==> src/rtl/sub_8_seq.sv <==
// Sequential unsigned subtractor: D = A - B (mod 2^WIDTH) plus borrow,
// computed DIGIT bits per cycle, LSB chunk first, behind valid/ready handshakes.
module sub_8_seq #(
    parameter int WIDTH = 8,
    parameter int DIGIT = 2
) (
    input  logic             clk,
    input  logic             rst,
    input  logic             in_valid,
    output logic             in_ready,
    input  logic [WIDTH-1:0] A,
    input  logic [WIDTH-1:0] B,
    output logic             out_valid,
    input  logic             out_ready,
    output logic [WIDTH-1:0] D,
    output logic             borrow,
    output logic [1:0]       state_dbg
);

    generate
        if (WIDTH % DIGIT != 0) begin : g_bad_digit
            $error("sub_8_seq: WIDTH must be a multiple of DIGIT");
        end
    endgenerate

    localparam int NCHUNK = WIDTH / DIGIT;
    localparam int CW     = (NCHUNK > 1) ? $clog2(NCHUNK) : 1;
    localparam logic [CW-1:0] LAST = CW'(NCHUNK - 1);

    typedef enum logic [1:0] {
        IDLE = 2'd0,
        RUN  = 2'd1,
        DONE = 2'd2
    } state_t;

    state_t           state_q, state_d;
    logic [WIDTH-1:0] a_q, a_d, b_q, b_d;
    logic [WIDTH-1:0] acc_q, acc_d;
    logic [WIDTH-1:0] d_q, d_d;
    logic             bin_q, bin_d;
    logic             brw_q, brw_d;
    logic [CW-1:0]    cnt_q, cnt_d;

    logic [DIGIT:0]   diff;
    logic [WIDTH-1:0] chunk_ext;
    logic [WIDTH-1:0] acc_shift;

    // Handshakes: a transfer happens on a rising edge where valid and ready are
    // both high; in_ready is high only in IDLE and out_valid only in DONE, both
    // decoded from the state register so neither depends combinationally on inputs.
    always_comb begin
        state_d = state_q;
        a_d     = a_q;
        b_d     = b_q;
        acc_d   = acc_q;
        d_d     = d_q;
        bin_d   = bin_q;
        brw_d   = brw_q;
        cnt_d   = cnt_q;

        diff      = {1'b0, a_q[DIGIT-1:0]} - {1'b0, b_q[DIGIT-1:0]} - (DIGIT+1)'(bin_q);
        chunk_ext = '0;
        chunk_ext[DIGIT-1:0] = diff[DIGIT-1:0];
        acc_shift = (acc_q >> DIGIT) | (chunk_ext << (WIDTH - DIGIT));

        case (state_q)
            IDLE: begin
                if (in_valid) begin
                    a_d     = A;
                    b_d     = B;
                    bin_d   = 1'b0;
                    cnt_d   = '0;
                    state_d = RUN;
                end
            end
            RUN: begin
                a_d   = a_q >> DIGIT;
                b_d   = b_q >> DIGIT;
                acc_d = acc_shift;
                bin_d = diff[DIGIT];
                cnt_d = cnt_q + CW'(1);
                if (cnt_q == LAST) begin
                    // Publish to the held output only once the last chunk lands.
                    d_d     = acc_shift;
                    brw_d   = diff[DIGIT];
                    state_d = DONE;
                end
            end
            DONE: begin
                if (out_ready) state_d = IDLE;
            end
            default: state_d = IDLE;
        endcase
    end

    always_ff @(posedge clk) begin
        if (rst) begin
            state_q <= IDLE;
            a_q     <= '0;
            b_q     <= '0;
            acc_q   <= '0;
            d_q     <= '0;
            bin_q   <= 1'b0;
            brw_q   <= 1'b0;
            cnt_q   <= '0;
        end else begin
            state_q <= state_d;
            a_q     <= a_d;
            b_q     <= b_d;
            acc_q   <= acc_d;
            d_q     <= d_d;
            bin_q   <= bin_d;
            brw_q   <= brw_d;
            cnt_q   <= cnt_d;
        end
    end

    assign in_ready  = (state_q == IDLE);
    assign out_valid = (state_q == DONE);
    assign D         = d_q;
    assign borrow    = brw_q;
    assign state_dbg = state_q;

endmodule

==> config.mk <==
export PLATFORM = sky130hd
export DESIGN_NAME = sub_8_seq
export DESIGN_NICKNAME = d
export VERILOG_FILES = /design/src/rtl/sub_8_seq.sv
export SDC_FILE = /design/constraint.sdc
export NUM_CORES = 1
export LEC_CHECK = 0
export CAP_MARGIN = 10
export CELL_PAD_IN_SITES_DETAIL_PLACEMENT = 0
export CELL_PAD_IN_SITES_GLOBAL_PLACEMENT = 1
export CORE_ASPECT_RATIO = 0.8
export CORE_MARGIN = 4
export CORE_UTILIZATION = 49
export DETAILED_ROUTE_END_ITERATION = 12
export DONT_BUFFER_PORTS = 1
export PLACE_DENSITY_LB_ADDON = 0.1
export REMOVE_ABC_BUFFERS = 1
export SETUP_SLACK_MARGIN = 0.3
export SYNTH_ARGS = -nofsm -noshare
export SYNTH_HDL_FRONTEND = slang
export SYNTH_SLANG_ARGS = --single-unit
==> constraint.sdc <==
create_clock -name clk -period 3.8 [get_ports clk]
set_input_delay 0.38 -clock clk [delete_from_list [all_inputs] [get_ports clk]]
set_output_delay 0.38 -clock clk [all_outputs]
set_load 0.05 [all_outputs]
==> Yosys cells after proc, flatten, opt, wreduce, memory -nomap -nowiden <==
Index checks and enable logic that the tools add are counted.
{ "word_totals": {"latchBits": 0, "output_inout_bits": 13, "register_bits": 38, "ram_bits": 0, "input_bits": 20, "mem_count": 0, "elab_cells": 35, "mem_bits_ro": 0} }
{ "op_classes": {"n_lt_le_gt_ge": 0, "n_shift": 0, "n_reduce_logical": 5, "muxes": 12, "div_mod_pow": 0, "add_sub_neg": 3, "n_mul": 0, "eq_ne": 6, "n_bitwise": 1} }
{ "op_table": {"columns": ["cell", "n"], "rows": [
  ["8-bit one-hot mux with 2 select lines", 2],
  ["8-bit two-way mux", 2],
  ["2-bit two-way mux", 4],
  ["6-bit by 8-bit bitwise OR with 8-bit output", 1],
  ["2-bit one-hot mux with 3 select lines", 1],
  ["2-bit equality test, second input constant", 2],
  ["2-bit != test, second input constant", 2],
  ["2-bit one-hot mux with 2 select lines", 1],
  ["2-bit AND reduction", 2],
  ["3-bit AND reduction", 1],
  ["2-bit by 2-bit subtractor with 3-bit output", 1],
  ["3-bit by 1-bit subtractor with 3-bit output", 1],
  ["2-bit by 1-bit adder with 2-bit output, second input constant", 1],
  ["2-bit by 1-bit equality test with 1-bit output, second input constant", 1],
  ["2-bit zero test", 1],
  ["2-bit by 1-bit != test with 1-bit output, second input constant", 1],
  ["1-bit one-hot mux with 2 select lines", 1],
  ["2-bit nonzero test", 1],
  ["1-bit two-way mux", 1]
]} }

==> Longest topological paths before layout <==
{ "depth": {"ltp_word": 3, "mapped_depth": 6, "mapped_depth_nobuf": 6} }

==> Worst setup path before layout <==
Ideal clock, no wire load.
{ "synth_timing": {"path_kind": "flip-flop to output port", "from": "register state_q[1] (netlist: state_dbg[1])", "to": "output port out_valid", "t_required_ps": 3420, "t_arrival_ps": 1621, "path_slack_ps": 1799, "path_buffers": 1, "path_stages_with_launch": 3, "path_cell_list": "dfxtp_1 buf_4 nor2b_1"} }
{ "synth_between": {"elab_chain_len": 1} }
{ "synth_rtl": {"columns": ["element", "line", "source"], "rows": [
  ["start, declared", "36", "state_t state_q, state_d;"],
  ["start signal, assigned", "107", "state_q <= state_d;"],
  ["2-bit equality test", "119", "assign out_valid = (state_q == DONE);"],
  ["end, declared", "13", "output logic out_valid,"]
]} }
No other way between the ends.

==> Final worst setup path <==
Same ends and word-level chain as after synthesis.

==> out/qor.txt <==
clock buffer depth = 2
RSZ-0062 raised after global routing = no
Die X = 70.9 um
crit path max fanout = 10
Peak Freq = 419 MHz
Pleak = 0.548 nW
sequential power share = 54.6%
final non-filler cell total = 197
min cycle time layout = 2390 ps
Hold Path Stages = 1
initial antenna violation count = 0
mux contribution to synthesized area = 1.29%
switching share of power = 23.9%
core region area = 0.00289 mm2
slowest CP cell = nor2b_1
# Post-CTS Setup Buffers = 0
Worst Hold Launch = rst
Final setup viols = 0
vias per cell = 5.43
DR vias = 1069
share of the yosys chip area belonging to registers = 46.5%
crit path kind = flop to output port
gr ovfl total = 0
Post-Route WL = 2.79 mm
compound-gate portion of the synthesized area = 24.9%
Die Ht = 58.3 um
VDD IR max = 0.000250 V
crit-path cells = nor2b_1
H-tree depth = 2
Clock power frac = 35.7%
Net Sw Power = 0.181 mW
Layout Nets = 181
Starting DRT DRC Count = 62
Hold EP = state_dbg[1]
CTS resizes = 0
simple-gate portion of the synthesized area = 13.4%
Die ar. = 0.00413 mm2
outcome = finished, final reports clean
Total Power = 0.758 mW
Syn Inst Count = 164
Synth Flop Type = dfxtp_1
clock sinks = 36
delay-heaviest family, CP = simple AND/OR/NAND/NOR gates
crit start category = flop
arrival time at the worst endpoint = 2010 ps
worst hold slack = 162 ps
vias in the first global route = 1069
Worst R2R Setup Slack = 1590 ps
IO Port Bufs = 0
largest family of logic cells by synthesized area = compound AO/OA/AOI/OAI gates
Slew Limit Fails = 0
CTS buffer count = 5
share of cells above drive strength 1 = 13.8%
syn avg cell area = 9.45 um2
Worst Tran Pin Value = 986 ps
synthesized flop and latch total = 36
crit path buf inv count = 0
r2r startpoint = state_dbg[0]
max_cap viols = 0
setup_tns = 0 ps
Root Buffer = clkbuf_8
cells on worst reg2reg path = 3
Worst-path clk slew = 60 ps
Crit. End Element = output port
cts hold-fix bufs = 0
Synth Area in XOR/XNOR = 0%
reg2reg end = D[7]
Mapped Area = 0.00155 mm2
Initial Util = 53.6%
internal power = 0.576 mW
DRC = 0
placed cells = 189
Combinational Power Share = 9.6%
antenna diode count = 0
Slew headroom = 34.1%
# rows = 17
skew final = 3.67 ps
WL/cell = 14.2 um
Yosys warnings = 0
IO Pins = 33
first-pass GRT wire length = 4.95 mm
final period utilization = 62.8%
DR pass1 iterations = 4
Crit path largest cell delay = 870 ps
CTS tree = built
number of synthesized flops with an enable pin = 0
worst-skew pair later-pin latency = 280 ps
total track usage = 15.4%
largest net degree at the start of global routing = 37
global placement routability congestion = 0.712
post-synthesis async set-or-reset flop share = 0%
detailed placement HPWL = 1.93 mm
Adder-Cell Fraction of Synth Area = 3.39%
PD cells = 477 mW/mm2
critical path required time = 3420 ps
final hold violation count = 0
antenna viol nets, final = 0
Synth cell types = 28
hold crit path type = primary input to flop
Syn-to-layout area delta = 2.42%
==> how the worst max path moves through the flow <==
stage	from	to	slack [ps]	cells past startpoint
global placement	state_dbg[0]	D[7]	1690	3
CTS	state_dbg[1]	out_valid	1420	1
floorplan	state_dbg[1]	out_valid	1810	1
global route	state_dbg[1]	out_valid	1350	1
finish	state_dbg[1]	out_valid	1410	1
detailed placement	state_dbg[0]	D[7]	1610	3
==> synth_stat cells (2+ instances only) <==
cell      number  area share [%]
inv_1         17             4.1
buf_6          3             2.2
fa_1           2             2.6
a21oi_2       11             6.2
nand3_1        8             2.6
clkbuf_1       3            0.73
nand2b_1       2            0.81
nor2_1        10             2.4
buf_4          2            0.97
buf_2          4             1.3
nand2_1       19             4.6
a22oi_1        6             2.9
mux2i_1        2             1.3
a21oi_1       16             5.2
o221a_2        2             1.5
o221a_1       10             7.3
dfxtp_1       36              46
==> registers in the layout, indices dropped and copies added, names as in the netlist <==
| signal | count |
|---|---|
| D | 8 |
| a_q | 8 |
| b_q | 8 |
| acc_q | 6 |
| cnt_q | 2 |
| state_dbg | 2 |
| bin_q | 1 |
| borrow | 1 |
==> cell families after synthesis <==
logic type               after synthesis
AO/OA/AOI/OAI                         48
AND/OR/NAND/NOR                       45
flip-flops                            36
buffers and inverters                 30
adder cells (fa/ha/maj)                3
multiplexers                           2
==> power groups by stage <==
stage / Sequential, mW / Combinational [mW] / Clock (mW)
final: 0.414 / 0.0731 / 0.271
after global placement: 0.421 / 0.0720 / 0
after global routing: 0.417 / 0.0829 / 0.299
after floorplan: 0.418 / 0.0620 / 0
after CTS: 0.414 / 0.0736 / 0.279
after detailed placement: 0.422 / 0.0735 / 0
==> cells in the final DEF, fill, tap and decap left out, types with 6 or more instances in the layout <==
cell	Yosys	final
dfxtp_1	36	36
nand2_1	19	19
inv_1	17	17
a21oi_1	16	16
a21oi_2	11	11
nor2_1	10	10
o221a_1	10	10
nand3_1	8	8
a22oi_1	6	6
clkbuf_8	0	6
==> area by class of cell <==
class / instances / area (um2)
clock buffers: 8 / 90.1
inverters: 17 / 63.8
fillers: 278 / 1310
multi-input cells: 98 / 666
flip-flops and latches: 36 / 721
well taps: 38 / 47.5
==> routing by layer <==
layer | routed length (um) | track usage [%] | vias to the layer above
met5 | 0 | 0 | -
met4 | 45 | 7.24 | 0
met3 | 216 | 6.31 | 6
met2 | 1110 | 21.1 | 28
met1 | 1420 | 20.9 | 487
li1 | - | - | 548
==> metrics by stage <==
step	worst slack, ps	area [um2]	util (%)
3_3_place_gp	1690	1500	51.8
2_1_floorplan	1810	1450	-
4_1_cts	1420	1590	54.9
6_report	1410	1590	54.9
5_1_grt	1350	1590	54.9
3_5_place_dp	1610	1500	51.8
(Power assumes the default switching activity.)
